File: config.mk
export PLATFORM = sky130hd
export DESIGN_NAME = adder_vector_engine
export DESIGN_NICKNAME = d
export VERILOG_FILES = /design/src/rtl/adder_vector_engine.sv
export SDC_FILE = /design/constraint.sdc
export NUM_CORES = 1
export LEC_CHECK = 0
export CORE_UTILIZATION = 58
export DETAILED_ROUTE_END_ITERATION = 10
export PLACE_DENSITY = 0.91
export SYNTH_ARGS = -nofsm -noshare
export SYNTH_HDL_FRONTEND = slang
export SYNTH_SLANG_ARGS = --single-unit
File: constraint.sdc
create_clock -name clk -period 4.9 [get_ports clk]
set_input_delay 0.98 -clock clk [delete_from_list [all_inputs] [get_ports clk]]
set_output_delay 0.98 -clock clk [all_outputs]
set_load 0.03 [all_outputs]
File: src/rtl/adder_vector_engine.sv
// -----------------------------------------------------------------------------
// adder_vector_engine
//
// Stimulus/response engine wrapped around a combinational adder. It drives
// registered operands (a, b, cin), and one cycle later checks the adder's
// {cout, sum} against an internally computed a+b+cin. It counts compares and
// mismatches and remembers the operands of the first mismatch.
//
// Each run first issues four directed corner vectors. It then issues
// NUM_RANDOM pseudo-random vectors taken from two xorshift64 generators,
// spends one drain cycle on the last compare, and settles in DONE.
//
// Ports
//   clk          in   1      rising-edge clock
//   reset        in   1      asynchronous reset, active low
//   start        in   1      one-cycle pulse; accepted only in IDLE or DONE
//   a, b         out  WIDTH  registered adder operands
//   cin          out  1      registered adder carry-in
//   sum          in   WIDTH  adder sum (combinational from a/b/cin)
//   cout         in   1      adder carry-out
//   busy         out  1      high from start-accept through the last compare
//   done         out  1      high while in DONE
//   pass         out  1      with done: no mismatches were seen
//   vec_count    out  CNT_W  compares made this run (saturating)
//   err_count    out  CNT_W  mismatches this run (saturating)
//   first_err_a  out  WIDTH  a of the first mismatching vector, else 0
//   first_err_b  out  WIDTH  b of the first mismatching vector, else 0
// -----------------------------------------------------------------------------
module adder_vector_engine #(
  parameter int          WIDTH      = 32,
  parameter int          NUM_RANDOM = 1024,
  parameter int          CNT_W      = 16,
  parameter logic [63:0] SEED_A     = 64'h0123456789ABCDEF,
  parameter logic [63:0] SEED_B     = 64'hFEDCBA9876543210
) (
  input  logic             clk,
  input  logic             reset,
  input  logic             start,
  output logic [WIDTH-1:0] a,
  output logic [WIDTH-1:0] b,
  output logic             cin,
  input  logic [WIDTH-1:0] sum,
  input  logic             cout,
  output logic             busy,
  output logic             done,
  output logic             pass,
  output logic [CNT_W-1:0] vec_count,
  output logic [CNT_W-1:0] err_count,
  output logic [WIDTH-1:0] first_err_a,
  output logic [WIDTH-1:0] first_err_b
);

  // An all-zero xorshift state never leaves zero, so a zero seed is replaced.
  localparam logic [63:0] SEED_A_EFF = (SEED_A == 64'd0) ? 64'd1 : SEED_A;
  localparam logic [63:0] SEED_B_EFF = (SEED_B == 64'd0) ? 64'd1 : SEED_B;

  // Random-phase counter holds 0 .. NUM_RANDOM-1.
  localparam int            RC_W      = (NUM_RANDOM > 1) ? $clog2(NUM_RANDOM) : 1;
  localparam logic [RC_W-1:0] LAST_RAND = RC_W'(NUM_RANDOM - 1);

  typedef enum logic [2:0] {
    S_IDLE,
    S_CORNER,
    S_RANDOM,
    S_DRAIN,
    S_DONE
  } state_t;

  state_t state, next_state;

  logic [1:0]       corner_idx;
  logic [RC_W-1:0]  rand_cnt;
  logic [63:0]      sa, sb;
  logic [63:0]      next_sa, next_sb;
  logic [WIDTH:0]   golden;      // {g_cout, g_sum} of the vector now on a/b/cin
  logic             cmp_valid;   // a/b/cin hold a vector still awaiting its compare

  logic             start_ok;
  logic             issue;
  logic [WIDTH-1:0] issue_a, issue_b;
  logic             issue_cin;
  logic [WIDTH:0]   issue_sum;
  logic             mismatch;

  // xorshift64 step: x ^= x<<13; x ^= x>>7; x ^= x<<17.
  function automatic logic [63:0] xorshift64(input logic [63:0] x);
    logic [63:0] y;
    y = x;
    y = y ^ (y << 13);
    y = y ^ (y >> 7);
    y = y ^ (y << 17);
    return y;
  endfunction

  assign next_sa  = xorshift64(sa);
  assign next_sb  = xorshift64(sb);
  assign start_ok = start && ((state == S_IDLE) || (state == S_DONE));
  assign mismatch = ({cout, sum} != golden);

  // ---------------------------------------------------------------------------
  // FSM state register
  // ---------------------------------------------------------------------------
  always_ff @(posedge clk or negedge reset) begin
    if (!reset) begin
      state <= S_IDLE;
    end else begin
      // NOTE: clocked state uses non-blocking assignments. Every register then
      // samples values from before the edge, whatever the process order.
      state <= next_state;
    end
  end

  // ---------------------------------------------------------------------------
  // Next-state logic, status outputs, and selection of the vector to issue
  // ---------------------------------------------------------------------------
  always_comb begin
    // NOTE: every signal gets a default before the case. Any path that leaves
    // a signal unassigned would otherwise infer a latch.
    next_state = state;
    busy       = 1'b0;
    done       = 1'b0;
    pass       = 1'b0;
    issue      = 1'b0;
    issue_a    = '0;
    issue_b    = '0;
    issue_cin  = 1'b0;

    unique case (state)
      S_IDLE: begin
        if (start) next_state = S_CORNER;
      end

      S_CORNER: begin
        busy  = 1'b1;
        issue = 1'b1;
        unique case (corner_idx)
          2'd0: begin issue_a = '0; issue_b = '0;           issue_cin = 1'b0; end
          2'd1: begin issue_a = '1; issue_b = WIDTH'(1);    issue_cin = 1'b0; end
          2'd2: begin issue_a = '1; issue_b = '1;           issue_cin = 1'b1; end
          2'd3: begin issue_a = '1; issue_b = '0;           issue_cin = 1'b1; end
          default: ;
        endcase
        if (corner_idx == 2'd3) next_state = S_RANDOM;
      end

      S_RANDOM: begin
        busy      = 1'b1;
        issue     = 1'b1;
        issue_a   = next_sa[WIDTH-1:0];
        issue_b   = next_sb[WIDTH-1:0];
        issue_cin = next_sa[63];
        if (rand_cnt == LAST_RAND) next_state = S_DRAIN;
      end

      S_DRAIN: begin
        busy       = 1'b1;
        next_state = S_DONE;
      end

      S_DONE: begin
        done = 1'b1;
        pass = (err_count == '0);
        if (start) next_state = S_CORNER;
      end

      default: next_state = S_IDLE;
    endcase
  end

  // The golden value is computed one bit wider so it keeps the carry-out.
  assign issue_sum = {1'b0, issue_a} + {1'b0, issue_b} + {{WIDTH{1'b0}}, issue_cin};

  // ---------------------------------------------------------------------------
  // Datapath: issue, golden capture, compare and counting
  // ---------------------------------------------------------------------------
  always_ff @(posedge clk or negedge reset) begin
    if (!reset) begin
      a           <= '0;
      b           <= '0;
      cin         <= 1'b0;
      golden      <= '0;
      cmp_valid   <= 1'b0;
      corner_idx  <= '0;
      rand_cnt    <= '0;
      sa          <= SEED_A_EFF;
      sb          <= SEED_B_EFF;
      vec_count   <= '0;
      err_count   <= '0;
      first_err_a <= '0;
      first_err_b <= '0;
    end else if (start_ok) begin
      // A new run clears its results and replays the same random sequence.
      // a/b/cin keep the previous vector until the first corner vector issues.
      cmp_valid   <= 1'b0;
      corner_idx  <= '0;
      rand_cnt    <= '0;
      sa          <= SEED_A_EFF;
      sb          <= SEED_B_EFF;
      vec_count   <= '0;
      err_count   <= '0;
      first_err_a <= '0;
      first_err_b <= '0;
    end else begin
      // Compare the vector issued on the previous edge. a/b still hold that
      // vector here, because this edge's issue lands only after the edge.
      if (cmp_valid) begin
        if (vec_count != '1) vec_count <= vec_count + CNT_W'(1);
        if (mismatch) begin
          if (err_count != '1) err_count <= err_count + CNT_W'(1);
          if (err_count == '0) begin
            first_err_a <= a;
            first_err_b <= b;
          end
        end
      end

      cmp_valid <= issue;
      if (issue) begin
        a      <= issue_a;
        b      <= issue_b;
        cin    <= issue_cin;
        golden <= issue_sum;
      end

      if (state == S_CORNER) corner_idx <= corner_idx + 2'd1;

      if (state == S_RANDOM) begin
        sa       <= next_sa;
        sb       <= next_sb;
        rand_cnt <= rand_cnt + RC_W'(1);
      end
    end
  end

endmodule

# ---- After elaboration in Yosys (flattened, before gate mapping)
# Cells that the tools add are included.
dict set report word_totals {
  inputBits 36
  output_inout_bits 164
  elab_cells 103
  reg_bits 338
}
dict set report classes {
  mux 38
  n_reduce_logical 24
  addsub 6
  n_bitwise 7
  eq_ne 14
}
# cell count
set ops {}
lappend ops {{$mux W32} 8}
lappend ops {{$mux W64} 4}
lappend ops {{$xor A64 B64 Y64} 4}
lappend ops {{$pmux W32 S2} 3}
lappend ops {{$xor A64 B57 Y64} 2}
lappend ops {{$mux W16} 7}
lappend ops {{$pmux W32 S3} 1}
lappend ops {{$add A32 B32 Y33} 1}
lappend ops {{$add A33 B1 Y33} 1}
lappend ops {{$ne A33 B33 Y1} 1}
lappend ops {{$add A16 B1 Y16 const B} 2}
lappend ops {{$ne A16 B16 Y1 const B} 2}
lappend ops {{$mux W10} 2}
lappend ops {{$logic_not A16 Y1} 1}
lappend ops {{$reduce_bool A2 Y1} 7}
lappend ops {{$pmux W3 S4} 1}
lappend ops {{$add A10 B1 Y10 const B} 1}
lappend ops {{$eq A10 B10 Y1 const B} 1}
lappend ops {{$reduce_or A2 Y1} 5}
lappend ops {{$mux W3} 3}
lappend ops {{$reduce_and A3 Y1} 3}
lappend ops {{$eq A3 B2 Y1 const B} 2}
lappend ops {{$reduce_or A3 Y1} 2}
lappend ops {{$mux W1} 5}
lappend ops {{other kinds (15)} 20}

# ---- Logic depth before layout (Yosys ltp)
dict set report logic_depth {
  depth_word 6
  ltp_mapped 16
  depth_no_buf 14
}

# ---- Least setup slack after synthesis
# Ideal clock, no wire load.
dict set report synth_timing {
  path_type {register -> register}
  startpoint {register state[2]}
  endpoint {register golden[20]}
  path_stages_with_launch 17
  t_required_ns 4.774
  path_slack_ns 1.153
  n_path_buf 3
  setup_time_ns 0.126
  arrival_ns 3.621
  period_less_slack_ns 3.747
  cell_sequence {dfrtp_1 -> clkbuf_1 -> nand2b_1 -> nor2_1 -> clkbuf_1 -> clkbuf_1 -> nand2_1 -> nand2_1 -> fa_1 -> fa_1 -> a21o_2 -> a31oi_1 -> or4b_4 -> and3_4 -> o21ba_1 -> o2111a_1 -> a221o_1}
}
dict set report synth_between {
  elab_cells_between_ends 15
  classes_between {add/sub: 2; eq/ne: 3; mux: 4; bitwise: 1; reduce/logical: 5}
}
# element line_no
set synth_lines {}
lappend synth_lines {{start, declared} 69} ;# state_t state, next_state;
lappend synth_lines {{start signal, assigned} 109} ;# state <= next_state;
lappend synth_lines {{$eq A3 B2 Y1 / $eq A3 B1 Y1 (equally long branches)} 128} ;# unique case (state)
lappend synth_lines {{$pmux W32 S2 *} 128}
lappend synth_lines {{net issue_a[0]} 80} ;# logic [WIDTH-1:0] issue_a, issue_b;
lappend synth_lines {{$add A32 B32 Y33 *} 171} ;# assign issue_sum = {1'b0, issue_a} + {1'b0, issue_b} + {{WIDTH{1'b0}}, issue_cin};
lappend synth_lines {{$add A33 B1 Y33 *} 171}
lappend synth_lines {{end signal, assigned} 222} ;# golden <= issue_sum;
lappend synth_lines {{end, declared} 75} ;# logic [WIDTH:0] golden;
# Mark *: on every way through the listed nets, which the timed path passes. The rest lies on a longest branch.
# A chain may end at the register's enable or synchronous reset.

# ---- Worst setup path in the final report
dict set report layout_timing {
  startpoint {register state[2]}
  endpoint {register golden[17]}
}
dict set report layout_between {
  elab_cells_between_ends 15
  classes_between {add/sub: 2; eq/ne: 3; mux: 4; bitwise: 1; reduce/logical: 5}
}
# element line_no
set layout_lines {}
lappend layout_lines {{$eq A3 B2 Y1 / $eq A3 B1 Y1 (equally long branches)} 128}
lappend layout_lines {{$pmux W32 S2 *} 128}
lappend layout_lines {{net issue_b[4]} 80}
lappend layout_lines {{$add A32 B32 Y33 *} 171}
lappend layout_lines {{$add A33 B1 Y33 *} 171}
# Marked as above.

==> run metrics <==
DRC Markers 0; clk_lat worst skew 0.53 ns; Pwr per Cell Area 865 nW/µm²; Die Area roughly 34000 µm²; required time of the critical path 5.31 ns; worst path bufs/invs 0; largest net degree at the start of global routing 115; most frequent cells in the layout nand2_1, xnor2_1, dfrtp_1; layout cells sized above 1 7.24%; ys async rst share 100%; cells along the critical path nand2b_1 > nand2b_4 > o21ai_0 > ha_1 > a21oi_1 > o21ai_1 > a21boi_1 > o221ai_1 > a2111oi_0 > nor4_1 > a211o_1; first-pass GRT wire length ~90000 µm; Initial DRT Pass Iterations 5; Die H 184 µm; Yosys cell types 66; Via Count around 17000; CTS Sinks 338; Max stage delay on crit path roughly 0.64 ns; Area Growth Syn to Fin 18.8%; Max clock buf depth 3; leakage 10.0 nW; Die W 184 µm; Post-Route WL about 56000 µm; unrepaired setup endpoints after global routing no; Fmax achieved 224 MHz; CP startpoint kind register; fin crit period 4.46 ns; initial antenna violation count 0; remaining global-route overflow 0; Final setup viols 0; row cnt 66; Net Count, Synth 2179; pre-CTS setup slack 0.581 ns; worst-path maximum fanout 76; hpwl dp 40400 µm; top_reg_cell synth dfrtp_1; post-CTS setup buffer count 0; R2R setup slack 0.44 ns; Synth Register Bits 338; Initial Utilization 58.9%; CTS tree yes; endpoints failing hold 0; Total Power 0.0197 W; core area 32500 µm²; CP Capture Type register; maxcap violations 0; Mapped Cells 2102; WS Path Type register to register; worst vdd rail ir drop 0.425 mV; Post-synth EDFFs 0; post-synth design cell area 19200 µm²; Min Hold Slack between 0.4 and 0.5 ns; DR vias/cell 6.13; vias in the first global route 16300; Slew @ Worst Pin 1.04 ns; Initial DRC Count 1969; IO Pins 200; Total Routing Usage GR between 30% and 40%; RD Place Congestion 0.958; setup TNS 0 ns; critical path arrival 4.88 ns; wire per inst 20.8 µm; IO buf count 199; Ant. Diodes 0; CTS root buf clkbuf_16; Setup WS post-layout 0.437 ns; CP top delay family compound AO/OA/AOI/OAI gates; # H-tree levels 2; CTS buffer count 36; outcome finished clean; fin cells 2708; clk slew on worst S/H paths roughly 0.060 ns; Rel. slew slack 30.9%; sequential share of the synthesized area around 45%; final net count 2316; synth warn 0; class of the worst hold path input pin to async pin; Syn Area/Cell around 9 µm²; hold buffer count at CTS 0; post-CTS sizing 0; fin crit share between 90% and 100%; worst clock skew about 0.013 ns; placed cells 2643; Final Max Tran Viols 0; Worst path slowest cell o21ai_0; commonest non-fill, non-tap cell in the layout nand2_1; antenna-violating nets left 0
[worst register-to-register path, stage by stage, from the launching register on]
cell       delay, ns
dfrtp_1         0.47
nand2b_1        0.28
nand2b_4        0.55
o21ai_0         0.67
ha_1            0.41
a21oi_1         0.25
o21ai_1         0.19
a21boi_1        0.26
o221ai_1        0.26
a2111oi_0       0.63
nor4_1          0.12
a211o_1         0.26
[report_power, final]
group / internal [W] / switching, W / total (W)
Clock: 0.00181 / 0.00117 / 0.00298
Combinational: 0.00453 / 0.00702 / 0.0116
Sequential: 0.00396 / 0.00119 / 0.00515
[flip-flops by register name, indices dropped and copies added, names as in the netlist]
| name | flops |
|---|---|
| a | 32 |
| b | 32 |
| cin | 1 |
| cmp_valid | 1 |
| corner_idx | 2 |
| err_count | 16 |
| first_err_a | 32 |
| first_err_b | 32 |
| golden | 33 |
| rand_cnt | 10 |
| sa | 64 |
| sb | 64 |
| state | 3 |
| vec_count | 16 |
[cell type report]
cell class | count | area, µm²
Multi-Input combinational cell | 1625 | 10100
Fill cell | 2260 | 9780
Sequential cell | 338 | 8540
Timing Repair Buffer | 224 | 2220
Clock buffer | 45 | 986
Tap cell | 442 | 553
Clock inverter | 20 | 294
Inverter | 14 | 52.6
[cells by family (layout without fill, tap and decap cells)]
family	after synthesis	in the layout	share of synthesized area, %
XOR/XNOR	414	414	19.0
multiplexers	4	4	0.216
adder cells (fa/ha/maj)	41	41	2.76
flip-flops	338	338	44.6
AO/OA/AOI/OAI	487	487	14.9
buffers and inverters	139	303	2.82
AND/OR/NAND/NOR	679	679	15.8
[worst paths after layout]
path	start	endpoint	cells after the start
max in group asynchronous	reset	sb[59]	2
worst max-delay path	state[2]	golden[17]	11
worst min register to register	first_err_b[13]	first_err_b[13]	2
worst min-delay path	reset	err_count[15]	1
worst max register to register	state[2]	golden[17]	11
min in group clk	first_err_b[13]	first_err_b[13]	2
[metrics by stage]
stage          area (µm²)  utilization (%)
2_1_floorplan       19200                -
3_3_place_gp        21500             66.0
3_5_place_dp        21500             66.0
4_1_cts             22800             70.0
5_1_grt             22800             70.0
6_report            22800             70.0
[routing by layer]
layer	track usage, %	part of all wire, %	vias to the layer above
met1	43.6	39	8040
met3	5.92	9.0	197
met4	17.4	5.5	0
met2	53.6	47	945
met5	0	0	-
li1	-	-	7406
[synth_stat cells (all sizes together) (28+ instances only)]
library cell / instances / share of area [%]
a21o: 74 / 2.9
a21oi: 88 / 2.3
clkbuf: 104 / 2.0
dfrtp: 274 / 36
dfstp: 64 / 8.8
ha: 39 / 2.5
nand2: 372 / 7.3
nand3: 69 / 1.8
nand4: 28 / 0.91
nor2: 90 / 1.8
o21ai: 254 / 6.6
or3: 45 / 1.5
xnor2: 277 / 13
xor2: 136 / 6.2
(Power assumes the default switching activity.)
